File: config.mk
export PLATFORM = sky130hd
export DESIGN_NAME = ram_wb_arbiter
export DESIGN_NICKNAME = d
export VERILOG_FILES = /design/src/rtl/ram_wb_arbiter.sv
export SDC_FILE = /design/constraint.sdc
export NUM_CORES = 1
export LEC_CHECK = 0
export ABC_AREA = 1
export CORE_AREA = 2 2 94 96
export DETAILED_ROUTE_END_ITERATION = 8
export DIE_AREA = 0 0 96 98
export GPL_ROUTABILITY_DRIVEN = 0
export GPL_TIMING_DRIVEN = 0
export PLACE_DENSITY = 0.76
export SYNTH_ARGS = -nofsm -noshare
export SYNTH_HDL_FRONTEND = slang
export SYNTH_SLANG_ARGS = --single-unit
File: constraint.sdc
create_clock -name i_wb_clk -period 1.4 [get_ports i_wb_clk]
set_input_delay 0.35 -clock i_wb_clk [delete_from_list [all_inputs] [get_ports i_wb_clk]]
set_output_delay 0.35 -clock i_wb_clk [all_outputs]
set_load 0.005 [all_outputs]
File: src/rtl/ram_wb_arbiter.sv
// Two-master Wishbone classic round-robin arbiter in front of the single-port RAM.
// Optional slave-ack timeout with error termination: define RAM_ARB_TIMEOUT_EN.
module ram_wb_arbiter #(
    parameter int aw      = 10,
    parameter int TIMEOUT = 15
) (
    input  logic          i_wb_clk,
    input  logic          i_rst_n,
    input  logic [aw-1:2] i_m0_adr,
    input  logic [31:0]   i_m0_dat,
    input  logic [3:0]    i_m0_sel,
    input  logic          i_m0_we,
    input  logic          i_m0_cyc,
    output logic [31:0]   o_m0_rdt,
    output logic          o_m0_ack,
    output logic          o_m0_err,
    input  logic [aw-1:2] i_m1_adr,
    input  logic [31:0]   i_m1_dat,
    input  logic [3:0]    i_m1_sel,
    input  logic          i_m1_we,
    input  logic          i_m1_cyc,
    output logic [31:0]   o_m1_rdt,
    output logic          o_m1_ack,
    output logic          o_m1_err,
    output logic [aw-1:2] o_s_adr,
    output logic [31:0]   o_s_dat,
    output logic [3:0]    o_s_sel,
    output logic          o_s_we,
    output logic          o_s_cyc,
    input  logic [31:0]   i_s_rdt,
    input  logic          i_s_ack
);

    typedef enum logic [1:0] {
        IDLE,
        GNT0,
        GNT1
    } state_t;

    state_t r_state;
    logic   r_last_gnt;
    logic   w_gnt0;
    logic   w_gnt1;
    logic   w_tmo;

    assign w_gnt0 = (r_state == GNT0);
    assign w_gnt1 = (r_state == GNT1);

`ifdef RAM_ARB_TIMEOUT_EN
    localparam int CW = $clog2(TIMEOUT + 1);

    logic [CW-1:0] r_cnt;

    // IDLE always precedes a grant, so clearing here covers every grant entry.
    always_ff @(posedge i_wb_clk or negedge i_rst_n) begin
        if (!i_rst_n) begin
            r_cnt <= '0;
        end else if (r_state == IDLE) begin
            r_cnt <= '0;
        end else if (!i_s_ack) begin
            r_cnt <= r_cnt + CW'(1);
        end
    end

    assign w_tmo    = (r_cnt == CW'(TIMEOUT));
    assign o_m0_err = w_gnt0 & i_m0_cyc & ~i_s_ack & w_tmo;
    assign o_m1_err = w_gnt1 & i_m1_cyc & ~i_s_ack & w_tmo;
`else
    assign w_tmo    = 1'b0;
    assign o_m0_err = 1'b0;
    assign o_m1_err = 1'b0;
`endif

    always_ff @(posedge i_wb_clk or negedge i_rst_n) begin
        if (!i_rst_n) begin
            r_state    <= IDLE;
            r_last_gnt <= 1'b1;
        end else begin
            case (r_state)
                IDLE: begin
                    if (i_m0_cyc && (!i_m1_cyc || r_last_gnt)) begin
                        r_state    <= GNT0;
                        r_last_gnt <= 1'b0;
                    end else if (i_m1_cyc) begin
                        r_state    <= GNT1;
                        r_last_gnt <= 1'b1;
                    end
                end
                GNT0: begin
                    if (i_s_ack || !i_m0_cyc || w_tmo) r_state <= IDLE;
                end
                GNT1: begin
                    if (i_s_ack || !i_m1_cyc || w_tmo) r_state <= IDLE;
                end
                default: r_state <= IDLE;
            endcase
        end
    end

    // Master 0 owns the slave-side address/data mux whenever master 1 is not granted.
    assign o_s_adr = w_gnt1 ? i_m1_adr : i_m0_adr;
    assign o_s_dat = w_gnt1 ? i_m1_dat : i_m0_dat;
    assign o_s_sel = w_gnt1 ? i_m1_sel : i_m0_sel;
    assign o_s_cyc = (w_gnt0 & i_m0_cyc) | (w_gnt1 & i_m1_cyc);
    assign o_s_we  = (w_gnt0 & i_m0_cyc & i_m0_we) | (w_gnt1 & i_m1_cyc & i_m1_we);

    assign o_m0_ack = w_gnt0 & i_s_ack & i_m0_cyc;
    assign o_m1_ack = w_gnt1 & i_s_ack & i_m1_cyc;
    assign o_m0_rdt = i_s_rdt;
    assign o_m1_rdt = i_s_rdt;

endmodule

==> summary.txt <==
Synth
  – Post-Syn Area: between 1000 and 1500 sq um
  – Syn Inst Count: between 200 and 250
  – Flops & latches, synth: 3
  – Ys Warns: 0
  – Synth Area per Inst: roughly 5.3 sq um
  – Sequential area share after synthesis: 0.05928
  – Synth cell types: 13

Pwr
  – Seq pwr share: 0.038
  – Psw: approximately 0.0019 W
  – Clk pwr share: 0.052
  – Peak VDD IR: about 0.65 mV
  – Internal: 0.002863 W
  – Sw Share: 0.4023
  – Leakage: 2.045 nW
  – PD cells: approximately 1200 nW/um^2
  – Logic pwr share: 0.910

STA
  – WHS: 0.3232 ns
  – Peak Freq: about 0.56 GHz
  – Setup violators final: 48
  – Setup TNS: -14.80 ns
  – Final min period: between 1.5 and 2 ns
  – RSZ-0062 raised after global routing: true
  – Final Slew Violations: 0
  – Crit share post-route: 1.271
  – Final clock skew: 0.001761 ns
  – Hold Violations, Final: 0
  – Final worst-path setup slack: -0.3798 ns

Setup path
  – Buf+Inv Stages, Crit Path: 5
  – Reg2reg setup slack: 0.12 ns
  – CP top delay family: buffers and inverters
  – Reg2reg start: r_state[0]$_DFFE_PN0P_
  – CP endpoint kind: primary output
  – Worst path depth: 8
  – Critical setup path kind: flop to primary output
  – Worst stage delay on the critical path: a little under 0.4 ns
  – WP data required: 1.05 ns
  – Cells along the critical path: inv_2, nand2_8, buf_6, buf_12, clkbuf_16, nand2_2, nand2_1, buf_2
  – CP Data Arrival Time: around 1.4 ns
  – Crit path launch type: flop
  – R2r worst-path depth: 9
  – CP Max Fanout: 6
  – Slowest-stage cell, CP: dfrtp_1
  – Worst r2r dst: r_state[1]$_DFFE_PN0P_

Place
  – Port Buffers: 206
  – DP Cell Count: roughly 560
  – Detailed Place HPWL: approximately 5700 um

Detailed routing
  – Routed vias/inst: between 3 and 4
  – DR iter-0 viols: 13
  – Vias post-DR: 2267
  – DR pass1 iterations: 4
  – Antenna-violating nets left: 0
  – Routed Wire Length: a little over 7000 um
  – DR WL/cell: approximately 12 um
  – # DRC: 0

CTS
  – Clock Sinks: 3
  – CTS H-tree depth: 1
  – Clock slew at reported path FFs: approximately 0.030 ns
  – TritonCTS buffer count: 3
  – Clk_lat worst skew: 0.21 ns
  – Clock tree buffer depth: 2
  – CTS root buf: clkbuf_8
  – Cts-stage hold buffer count: 0
  – CTS tree: done

Cells and area
  – Inserted Diodes: 0
  – Final Non-Filler Cells: just under 600
  – Register area: about 78 sq um
  – Area growth from synthesis to layout: 213.1%
  – Filler cell count in the final layout: 837
  – Fin nets: 614
  – Layout cells sized above 1: 0.4815
  – Multi-input logic area: ~860 sq um

Floorplanning
  – Core area: 8466 sq um
  – Initial core utilization: 0.1521
  – Die Height: 98 um
  – Num ports: between 200 and 250
  – Die ar.: approximately 9400 sq um
  – Die Width: ~96 um
  – Row count: 34

GRT
  – Largest net degree at the start of global routing: 11
  – Grt ovf: 0
  – Initial antenna violation count: 0
  – Vias in the first global route: approximately 2300
  – First-pass GRT wire length: roughly 10000 um
  – Gr usage total: 0.1342

Run status
  – Violated checks: negative setup slack
  – Outcome: complete, but fails checks

Run
  – Maxcap violations: 0

Hold path
  – Hold Crit Class: primary input to async pin
-- final cells by class --
class                           count  area share
Multi-Input combinational cell    159      0.2129
Sequential cell                     3     0.01924
Inverter                            8    0.009932
Timing Repair Buffer              239      0.5683
Tap cell                          108     0.03352
Clock buffer                        4     0.01117
Buffer                             72      0.1434
Timing Repair inverter              1    0.001552
-- placed cells by master (no fill, tap or decap), types with 3 or more instances in the layout --
| cell type | n |
|---|---|
| clkdlybuf4s50_1 | 157 |
| nand2_1 | 78 |
| buf_4 | 72 |
| nand2_2 | 57 |
| buf_2 | 40 |
| buf_6 | 28 |
| nand2_4 | 11 |
| buf_8 | 5 |
| nor2_1 | 5 |
| inv_1 | 4 |
| clkbuf_8 | 3 |
| buf_16 | 3 |
-- per-layer routing --
layer / GRT usage / share of wire
met1: 0.1336 / 0.33
met2: 0.2724 / 0.56
met3: 0.02469 / 0.089
met4: 0.03407 / 0.013
met5: 0 / 0
-- power by group through the flow --
stage / combinational, W / clock [W] / sequential, W
after floorplan: 0.00128 / 0 / 0.000171
after global placement: 0.00305 / 0 / 0.000174
after global routing: 0.00472 / 0.000268 / 0.000189
final: 0.00436 / 0.000248 / 0.000183
after CTS: 0.00404 / 0.000256 / 0.000178
after detailed placement: 0.00309 / 0 / 0.000177
-- logic make-up (layout without fill, tap and decap cells) --
logic type / after synthesis / count (layout) / share of synthesized area
flip-flops: 3 / 3 / 0.05929
AND/OR/NAND/NOR: 157 / 157 / 0.4694
buffers and inverters: 82 / 324 / 0.4684
other: 1 / 2 / 0.002913
-- cell usage after synthesis, drive strengths merged --
master  instances  area share
nor2            6       0.017
dfrtp           2       0.039
nand2         147        0.43
dfstp           1       0.020
nand3           2      0.0078
buf            74        0.44
nand4           2      0.0097
conb            1      0.0029
inv             8       0.025
-- how the worst max path moves through the flow --
stage                                start     endpoint  slack (ns)
floorplan           r_state[0]$_DFFE_PN0P_   o_s_adr[2]        0.16
global placement                  i_m1_cyc     o_m1_ack       -0.72
detailed placement                i_m1_cyc     o_m1_ack       -0.73
CTS                 r_state[0]$_DFFE_PN0P_  o_s_dat[10]       -0.45
global route        r_state[0]$_DFFE_PN0P_  o_s_dat[17]       -0.44
finish              r_state[0]$_DFFE_PN0P_  o_s_dat[17]       -0.38
-- registers in the layout (all words and copies together) (netlist names) --
name,count
r_state,2
r_last_gnt,1
-- timing repair --
| action | in CTS | in global routing |
|---|---|---|
| gates resized for setup | 260 | 61 |
| gates cloned | 7 | 1 |
| pin swaps | 17 | 23 |
| setup endpoints to repair | 48 | 48 |
| buffers inserted | 26 | 3 |
-- through the flow --
| stage | utilization | total power, W | instance area (sq um) | setup slack, ns |
|---|---|---|---|---|
| 6_report | 0.4762 | 0.004790 | 4031 | -0.3798 |
| 5_1_grt | 0.4762 | 0.005174 | 4031 | -0.4437 |
| 4_1_cts | 0.4534 | 0.004476 | 3839 | -0.4497 |
| 3_5_place_dp | 0.4121 | 0.003264 | 3488 | -0.7336 |
| 3_3_place_gp | 0.4121 | 0.003221 | 3488 | -0.7163 |
| 2_1_floorplan | - | 0.001449 | 1291 | 0.1606 |
Note: power is estimated with default switching activity, not from simulation.
==> variant: new RTL, config.mk and constraints unchanged <==
The 3 states of `state_t` get a one-hot encoding in 3 bits.
--- a/src/rtl/ram_wb_arbiter.sv
+++ b/src/rtl/ram_wb_arbiter.sv
@@ -32,8 +32,8 @@
 );
 
-    typedef enum logic [1:0] {
-        IDLE,
-        GNT0,
-        GNT1
+    typedef enum logic [2:0] {
+        IDLE = 3'b001,
+        GNT0 = 3'b010,
+        GNT1 = 3'b100
     } state_t;
 
Behaviour: no difference found for any inputs over 10 cycles, from zero or initial values and one cycle with i_rst_n low; not proved beyond that.
==> variant against the original RTL <==
The run still ends with setup timing left; wire length fell by 5.0%; setup slack worse by 0.10 ns; clock power shrank 7%; final area shrank 0.99%; sequential cell count rose by 1; total power is 32% lower; synthesized area rose by 3.6%; utilization decreased by 0.47 points; clock skew hardly changed; die area stayed put; largest cell class unchanged; largest power group unchanged; highest routed layer unchanged.
==> variant: results (changes against the original RTL) <==
[run_status]
status=complete, but fails checks  ; unchanged
violations=setup timing  ; unchanged

[critical_path]
cp_slowest_stage_delay_ns=0.55  ; was 0.39 ns
arrival_ns=1.53  ; was 1.43 ns
critPathLaunch=r_state[0]  ; unchanged
rrSetupSlack_ns=0.12  ; about the same
critPathSlowestCell=dfstp_2  ; was dfrtp_1
worst_r2r_endpoint=r_state[0]  ; was r_state[1]
setup.worst_path.end=o_s_adr[7]  ; was o_s_dat[17]
r2r_cells=7  ; was 9

[final_layout]
nets=608  ; was 614
nFillCells=829  ; was 837
top_regs=r_state: 3 flops, r_last_gnt: 1 flops  ; was r_state: 2 flops, r_last_gnt: 1 flops
drive_above_1_share=0.478  ; was 0.481

[detailed_routing]
dr_wl_met3_um=641  ; was 645 um
met2_length_mm=3.95  ; was 4.07 mm
wl_met1_mm=2.22  ; was 2.41 mm
via_count=2286  ; was 2,267
vias_per_cell=3.89  ; was 3.82
drt_iter0_markers=29  ; was 13
routedWlPerCell_um=11.7  ; was 12.2 um
dr.pass1.iters=3  ; was 4

[sta]
fin_ws_ns=-0.480  ; was -0.380 ns
whs_ns=0.338  ; was 0.323 ns
setup_viol=48  ; unchanged
clock_skew_ns=0.00156  ; was 0.00176 ns

[yosys]
synthFlopType=dfstp_2  ; was dfrtp_1
synth.top_cells.by_count=nand2_1, buf_4, buf_6, nor2_1, inv_1  ; was nand2_1, buf_4, inv_1, nor2_1, buf_6
ys_top_cells_by_area=nand2_1, buf_4, buf_6  ; was nand2_1, buf_4, dfrtp_1
synth_compound_area_frac=0.0150  ; was 0
syn_inst=244  ; was 243
synth_cell_types=14  ; was 13
ys_warn_count=0  ; unchanged
ys_seq_area_frac=0.0769  ; was 0.0593
synthAdderAreaFrac=0  ; unchanged

[global_routing]
track_usage=0.125  ; was 0.134
grt_max_degree=11  ; unchanged
grt_pass1_wl_mm=9.71  ; was 10.2 mm
grt_pass1_vias=2245  ; was 2,275

[power]
p_leak_nw=2.00  ; was 2.05 nW
ir_worst_vdd_v=0.000546  ; was 0.000653 V

[placement]
dp.cells=559  ; was 558
dpl.hpwl_mm=5.34  ; was 5.69 mm

[variant: kinds of logic (layout without fill, tap and decap cells)]
family                 Yosys count  after routing
and+or+nand+nor                153            153
buffers and inverters           82            316
AOI/OAI and AO/OA                4              4
DFF                              4              4
other                            1              2
[variant: metal layers]
layer  GRT usage  vias up
li1            -     1135
met1       0.127     1021
met2       0.258      126
met3      0.0270        4
met4     0.00989        0
met5           0        -
[variant: power by group]
group | leakage, nW | switching (W) | internal [W]
Combinational | 1.93 | 0.00112 | 0.00162
Sequential | 0.0460 | 0.0000663 | 0.000196
Clock | 0.0216 | 0.0000480 | 0.000182
Total | 2.00 | 0.00124 | 0.00200
[variant: cell type report]
class | count | area share
Timing Repair Buffer | 231 | 0.543
Inverter | 7 | 0.0132
Clock buffer | 3 | 0.0103
Multi-Input combinational cell | 159 | 0.214
Sequential cell | 4 | 0.0260
Tap cell | 108 | 0.0339
Buffer | 74 | 0.157
Timing Repair inverter | 1 | 0.00282
[variant: repair_timing]
| action | in CTS | in global routing |
|---|---|---|
| setup buffers | 16 | 5 |
| endpoints found under the hold margin | 0 | 0 |
| pin swaps | 27 | 17 |
| setup endpoints to repair | 48 | 48 |
| hold buffers | 0 | 0 |
| gates resized for setup | 265 | 52 |
| cloned | 6 | 3 |
[variant: through the flow]
step                      total power [W]  cell area (sq um)
after floorplan                   0.00111               1340
after detailed placement          0.00238               3530
final                             0.00324               3990
after global routing              0.00350               3990
after CTS                         0.00308               3840
after global placement            0.00233               3530
